===== src/rtl/oled_mode_arbiter.sv =====
// -----------------------------------------------------------------------------
// oled_mode_arbiter
//
// Decides which of five pixel sources owns the OLED display. Mode switch
// requests are priority-encoded and must stay unchanged for STABLE_CYCLES
// clocks before they count. Ownership only changes on an OLED frame boundary.
// Between two owners, BLANK_FRAMES all-black frames are shown so that no frame
// ever mixes pixels from two sources.
//
// Ports
//   clock        in   1   100 MHz system clock, sole clock of the block
//   rst_n        in   1   synchronous active-low reset
//   mode_sw      in   5   mode requests ([4] group .. [0] find-the-white)
//   frame_begin  in   1   OLED frame-start level (asynchronous)
//   pix_bus      in  80   candidate pixels, source i at [16*i+15:16*i]
//   pixel_out    out 16   registered pixel to the OLED driver
//   grant        out  5   one-hot display owner, zero when none
//   busy         out  1   high while a handoff is pending or blanking
//   switch_count out  8   number of entries into ACTIVE, saturating at 255
// -----------------------------------------------------------------------------
`timescale 1ns/1ps
module oled_mode_arbiter #(
    parameter int STABLE_CYCLES = 1_000_000,
    parameter int BLANK_FRAMES  = 1
) (
    input  logic        clock,
    input  logic        rst_n,
    input  logic [4:0]  mode_sw,
    input  logic        frame_begin,
    input  logic [79:0] pix_bus,
    output logic [15:0] pixel_out,
    output logic [4:0]  grant,
    output logic        busy,
    output logic [7:0]  switch_count
);

    localparam int CNT_W   = $clog2(STABLE_CYCLES + 1);
    localparam int BLANK_W = $clog2(BLANK_FRAMES + 1);
    localparam logic [CNT_W-1:0]   STABLE_LAST = CNT_W'(STABLE_CYCLES - 1);
    localparam logic [BLANK_W-1:0] BLANK_LAST  = BLANK_W'(BLANK_FRAMES - 1);

    typedef enum logic [2:0] {
        ST_IDLE   = 3'd0,
        ST_WAIT   = 3'd1,
        ST_ACTIVE = 3'd2,
        ST_DRAIN  = 3'd3,
        ST_BLANK  = 3'd4
    } state_t;

    // Highest set request bit wins; result is one-hot or zero.
    function automatic logic [4:0] encode_request(input logic [4:0] req);
        logic [4:0] onehot;
        onehot = 5'b00000;
        if (req[4])      onehot = 5'b10000;
        else if (req[3]) onehot = 5'b01000;
        else if (req[2]) onehot = 5'b00100;
        else if (req[1]) onehot = 5'b00010;
        else if (req[0]) onehot = 5'b00001;
        else             onehot = 5'b00000;
        return onehot;
    endfunction

    // One-hot mux of the pixel bus; a zero grant selects black.
    function automatic logic [15:0] select_pixel(input logic [4:0]  sel,
                                                 input logic [79:0] bus);
        logic [15:0] pix;
        pix = 16'h0000;
        for (int i = 0; i < 5; i++) begin
            if (sel[i]) pix = pix | bus[16*i +: 16];
            else        pix = pix;
        end
        return pix;
    endfunction

    state_t              state_q,    state_d;
    logic [4:0]          grant_q,    grant_d;
    logic [4:0]          cand_q,     cand_d;
    logic [4:0]          stable_q,   stable_d;
    logic [CNT_W-1:0]    cnt_q,      cnt_d;
    logic [BLANK_W-1:0]  blank_q,    blank_d;
    logic [7:0]          count_q,    count_d;
    logic [15:0]         pixel_q,    pixel_d;
    logic [2:0]          sync_q,     sync_d;
    logic [4:0]          enc_s;
    logic                fb_pulse_s;
    logic                enter_active_s;

    // Synchronizer shift: [0],[1] resynchronize frame_begin, [2] is the edge-detect history.
    always_comb begin
        sync_d = {sync_q[1:0], frame_begin};
    end

    assign fb_pulse_s = sync_q[1] & ~sync_q[2];
    assign enc_s      = encode_request(mode_sw);

    // Request filter: any change restarts qualification from zero.
    always_comb begin
        cand_d   = cand_q;
        cnt_d    = cnt_q;
        stable_d = stable_q;
        if (enc_s != cand_q) begin
            cand_d = enc_s;
            cnt_d  = {CNT_W{1'b0}};
        end else if (cnt_q == STABLE_LAST) begin
            stable_d = cand_q;
        end else begin
            cnt_d = cnt_q + CNT_W'(1);
        end
    end

    // Ownership FSM; in DRAIN the cancel check takes precedence over a frame boundary.
    always_comb begin
        state_d        = state_q;
        grant_d        = grant_q;
        blank_d        = blank_q;
        enter_active_s = 1'b0;
        case (state_q)
            ST_IDLE: begin
                if (stable_q != 5'b00000) state_d = ST_WAIT;
                else                      state_d = ST_IDLE;
            end
            ST_WAIT: begin
                if (stable_q == 5'b00000) begin
                    state_d = ST_IDLE;
                end else if (fb_pulse_s) begin
                    grant_d        = stable_q;
                    state_d        = ST_ACTIVE;
                    enter_active_s = 1'b1;
                end else begin
                    state_d = ST_WAIT;
                end
            end
            ST_ACTIVE: begin
                if (stable_q != grant_q) state_d = ST_DRAIN;
                else                     state_d = ST_ACTIVE;
            end
            ST_DRAIN: begin
                if (stable_q == grant_q) begin
                    state_d = ST_ACTIVE;
                end else if (fb_pulse_s) begin
                    grant_d = 5'b00000;
                    blank_d = {BLANK_W{1'b0}};
                    state_d = ST_BLANK;
                end else begin
                    state_d = ST_DRAIN;
                end
            end
            ST_BLANK: begin
                if (fb_pulse_s) begin
                    if (blank_q == BLANK_LAST) begin
                        if (stable_q != 5'b00000) begin
                            grant_d        = stable_q;
                            state_d        = ST_ACTIVE;
                            enter_active_s = 1'b1;
                        end else begin
                            state_d = ST_IDLE;
                        end
                    end else begin
                        blank_d = blank_q + BLANK_W'(1);
                    end
                end else begin
                    state_d = ST_BLANK;
                end
            end
            default: begin
                state_d = ST_IDLE;
                grant_d = 5'b00000;
            end
        endcase
    end

    // Saturating owner-switch counter and registered pixel mux.
    always_comb begin
        if (enter_active_s && (count_q != 8'hFF)) count_d = count_q + 8'd1;
        else                                      count_d = count_q;
        pixel_d = select_pixel(grant_q, pix_bus);
    end

    // State register; reset abandons any handoff and restarts qualification.
    always_ff @(posedge clock) begin
        if (!rst_n) begin
            state_q  <= ST_IDLE;
            grant_q  <= 5'b00000;
            cand_q   <= 5'b00000;
            stable_q <= 5'b00000;
            cnt_q    <= {CNT_W{1'b0}};
            blank_q  <= {BLANK_W{1'b0}};
            count_q  <= 8'd0;
            pixel_q  <= 16'h0000;
            sync_q   <= 3'b000;
        end else begin
            state_q  <= state_d;
            grant_q  <= grant_d;
            cand_q   <= cand_d;
            stable_q <= stable_d;
            cnt_q    <= cnt_d;
            blank_q  <= blank_d;
            count_q  <= count_d;
            pixel_q  <= pixel_d;
            sync_q   <= sync_d;
        end
    end

    assign busy         = (state_q == ST_WAIT) || (state_q == ST_DRAIN) || (state_q == ST_BLANK);
    assign grant        = grant_q;
    assign pixel_out    = pixel_q;
    assign switch_count = count_q;

endmodule


===== config.mk =====
export PLATFORM = sky130hd
export DESIGN_NAME = oled_mode_arbiter
export DESIGN_NICKNAME = d
export VERILOG_FILES = /design/src/rtl/oled_mode_arbiter.sv
export SDC_FILE = /design/constraint.sdc
export NUM_CORES = 1
export LEC_CHECK = 0
export ABC_AREA = 1
export CAP_MARGIN = 20
export CORE_MARGIN = 2
export CORE_UTILIZATION = 49
export CTS_CLUSTER_DIAMETER = 30
export CTS_CLUSTER_SIZE = 24
export DETAILED_ROUTE_END_ITERATION = 6
export MAX_ROUTING_LAYER = met4
export PLACE_DENSITY = 0.85
export SYNTH_ARGS = -nofsm -noshare
export SYNTH_HDL_FRONTEND = slang
export SYNTH_SLANG_ARGS = --single-unit

===== constraint.sdc =====
create_clock -name clock -period 2.63 [get_ports clock]
set_input_delay 0.6575 -clock clock [delete_from_list [all_inputs] [get_ports clock]]
set_output_delay 0.6575 -clock clock [all_outputs]
set_load 0.02 [all_outputs]

==> results.txt <==
----------------------------------------------------
[Die]
  Initial Util ... 0.507
  Die Y-Extent ... approximately 88 um
  Core Area ... 6790 um2
  Floorplan die area ... between 7000 and 8000 um2
  Die width ... 87.9 um
  Top-Level Pins ... between 100 and 150
  Row Count ... 30

[Routing]
  DR pass1 iterations ... 5
  Final wirelength ... slightly above 10 mm
  Post-route DRC violation count ... 0
  Via density ... 5.14
  Via count ... between 3000 and 4000
  Antenna-violating nets left ... 0
  Initial detailed-routing violation count ... around 150
  DR WL/cell ... around 14 um

[Worst setup path]
  Gate family responsible for the most delay along the worst path ... buffers and inverters
  Largest stage delay on the critical path ... 600 ps
  Flop-to-flop setup slack ... 910 ps
  Depth of the most critical reg-to-reg path ... 9
  Critical path's most frequent cell ... sky130_fd_sc_hd__nand2_1
  Arr. time, crit path ... 1640 ps
  Worst Setup Start Kind ... flip-flop
  Kind of critical path ... flip-flop to output pin
  Critical path endpoint ... busy
  Critical path endpoint category ... output pin
  Worst r2r dst ... cnt_q[16]
  Logic depth of the worst setup path including buffers ... 4
  Cell with the largest stage delay on the worst path ... sky130_fd_sc_hd__clkdlybuf4s50_1
  Required time at the worst-slack endpoint ... approximately 2000 ps
  Peak fanout along the critical path ... 6
  Worst setup path startpoint ... state_q[1]
  Launch instance of the worst register-to-register path ... cnt_q[0]
  Critical path cell sequence ... nor2_1 > nand2_1 > nand2_1 > clkdlybuf4s50_1
  Buffers and inverters on the worst path ... 1

[Power]
  Maximum ir drop on the vdd rail ... roughly 250 uV
  Leak ... around 0.002 uW
  Power per standard cell area ... 461 nW/um2

[Global route]
  Wire length of the first global-routing pass ... between 15 and 20 mm
  Maximum number of pins on one net before global-route repair ... 21
  Number of global-route vias before repair ... between 3000 and 4000
  Aggregate global routing overflow ... 0
  GRT Overall Usage ... 0.275
  Initial antenna violation count ... 0

[Place]
  HPWL after detailed placement ... ~8 mm
  Area after detailed placement ... between 4000 and 5000 um2
  Routability congestion estimate ... a little under 0.9
  Number of input and output port buffers inserted ... 117
  Worst Setup Slack post-DPL ... about 310 ps

[STA]
  Maximum clock skew at final layout ... between 8 and 9 ps
  Final cycle utilization of the critical path ... 0.874
  Worst-case setup margin in the final layout ... about 330 ps
  Final hold viol count ... 0
  Count of pins over their slew limit ... 0
  Final critical path time including I/O delays and setup ... about 2300 ps
  Pin slew with the least headroom to its limit ... approximately 460 ps
  Number of endpoints failing setup at the final stage ... 0
  Total negative slack for setup checks ... 0 ps
  Slew Limit Headroom ... 0.689
  Unrepaired setup endpoints after global routing ... false
  Achievable clock frequency ... roughly 0.43 GHz

[Clock tree]
  Number of hold buffers added after cts ... 0
  CTS tree ... yes
  Clock latency at the later pin of the worst-skew pair ... 340 ps
  H-Tree Depth ... 3
  Maximum root-to-sink buffer count ... 2
  Number of instances resized during post-cts repair ... 0
  # clock sinks ... 65
  CTS buffer count ... 9
  Reg clk slew, reported paths ... approximately 70 ps
  Count of buffers added by post-CTS timing repair for setup ... 0
  Clock Root Buffer ... sky130_fd_sc_hd__clkbuf_8

[Run status]
  Status ... completed

[Worst hold path]
  Hold wc startpoint ... sync_q[0]
  HP Class ... flip-flop to flip-flop

[Logic synthesis]
  Share of the yosys chip area belonging to registers ... 0.377
  Syn_area_per_cell ... 6.85 um2
  Cell Area, Synth ... 3450 um2
  Mapped Nets ... 593
  Distinct cell type count after synthesis ... 33
  Synth Instances ... slightly above 500
  Top area cells in the synthesized netlist ... sky130_fd_sc_hd__dfxtp_1 38%, sky130_fd_sc_hd__nand2_1 14%, sky130_fd_sc_hd__nor2_1 8.9%
  Leading register cell type out of synthesis ... sky130_fd_sc_hd__dfxtp_1
  Most frequent cell after synthesis ... sky130_fd_sc_hd__nand2_1
  Asr flop ratio synth ... 0
  Number of warning messages in the yosys log ... 0
  Yosys top cell by area ... sky130_fd_sc_hd__dfxtp_1
  Cell types with the highest counts after synthesis ... 131 x sky130_fd_sc_hd__nand2_1, 82 x sky130_fd_sc_hd__nor2_1, 65 x sky130_fd_sc_hd__dfxtp_1, 52 x sky130_fd_sc_hd__inv_1, 41 x sky130_fd_sc_hd__nand3_1
  Number of synthesized flops with an enable pin ... 0
  Fraction of synthesized cell area taken by the top area cell type ... 0.377
  Number of register bits inferred by synthesis ... 65

[Cells and area]
  Relative area change from synthesis to final layout ... 42.3%
  Final instance area ... between 4000 and 5000 um2
  Net total in the final layout ... between 700 and 800
  Layout filler cell count ... roughly 560
  Fraction of final layout cells with drive strength greater than 1 ... 0.0879
  Antenna fix cells ... 0

[Job]
  Max-cap violation count ... 0

----------------------------------------------------
-- registers in the layout, summed over array words and instances, names as in the netlist --
signal        flops
state_q           3
cnt_q            20
grant             5
switch_count      8
sync_q            3
pixel_out        16
cand_q            5
stable_q          5
-- worst min-delay path, cell delays in order (launching register included) --
cell,delay [ps]
sky130_fd_sc_hd__dfxtp_1,310
sky130_fd_sc_hd__nand2_1,50
sky130_fd_sc_hd__inv_1,40
-- report_power, final --
group / internal, uW / total (uW) / switching, uW
logic: 209 / 383 / 174
registers: 1010 / 1030 / 11.9
clock network: 482 / 853 / 371
total: 1700 / 2260 / 557
-- cell type report --
cell class	instances	area [um2]	share of cell area
clock buffer	12	155	0.0316
clock inverter	3	40.0	0.00816
inverter	54	203	0.0413
multi-input combinational	366	1850	0.377
sequential	65	1300	0.265
tap	96	120	0.0245
timing repair buffer	126	1240	0.253
-- kinds of logic (layout without fill, tap and decap cells) --
logic type,after synthesis,count (layout),share of synthesized area
AO/OA/AOI/OAI,52,52,0.106
XOR/XNOR,18,18,0.0479
adder cells (fa/ha/maj),2,2,0.00726
buffers and inverters,72,195,0.0867
flip-flops,65,65,0.377
AND/OR/NAND/NOR,294,294,0.375
-- how the worst min path moves through the flow --
stage               depth (start not counted)   endpoint  slack (ps)
floorplan                                   2  sync_q[1]         390
global placement                            2  sync_q[1]         390
detailed placement                          2  sync_q[1]         400
CTS                                         2  sync_q[1]         420
global route                                2  sync_q[1]         430
finish                                      2  sync_q[1]         420
-- layer usage --
metal  track usage  vias to the layer above  share of wire
li1              -                     1851              -
met1         0.311                     1693           0.41
met2         0.470                      143           0.50
met3        0.0650                       26          0.062
met4         0.105                        0          0.028
met5             -                        -              0
-- through the flow --
stage	instances	utilization	power, uW	hold slack [ps]
3_3_place_gp	707	0.693	1420	394
2_1_floorplan	503	-	1210	390
5_1_grt	722	0.722	2340	434
6_report	722	0.722	2260	416
3_5_place_dp	707	0.693	1430	401
4_1_cts	722	0.722	2270	418
-- cells in the final DEF (no fill, tap or decap), types with 10 or more instances in the layout --
cell | synthesis | layout
sky130_fd_sc_hd__a21oi_1 | 14 | 14
sky130_fd_sc_hd__a21oi_2 | 10 | 10
sky130_fd_sc_hd__a221oi_1 | 16 | 16
sky130_fd_sc_hd__clkbuf_8 | 0 | 11
sky130_fd_sc_hd__clkdlybuf4s50_1 | 0 | 117
sky130_fd_sc_hd__dfxtp_1 | 65 | 65
sky130_fd_sc_hd__inv_1 | 52 | 52
sky130_fd_sc_hd__nand2_1 | 131 | 131
sky130_fd_sc_hd__nand3_1 | 41 | 41
sky130_fd_sc_hd__nor2_1 | 82 | 82
sky130_fd_sc_hd__nor3_1 | 11 | 11
sky130_fd_sc_hd__xor2_1 | 16 | 16
No activity file was read; power rests on OpenSTA's default activity.
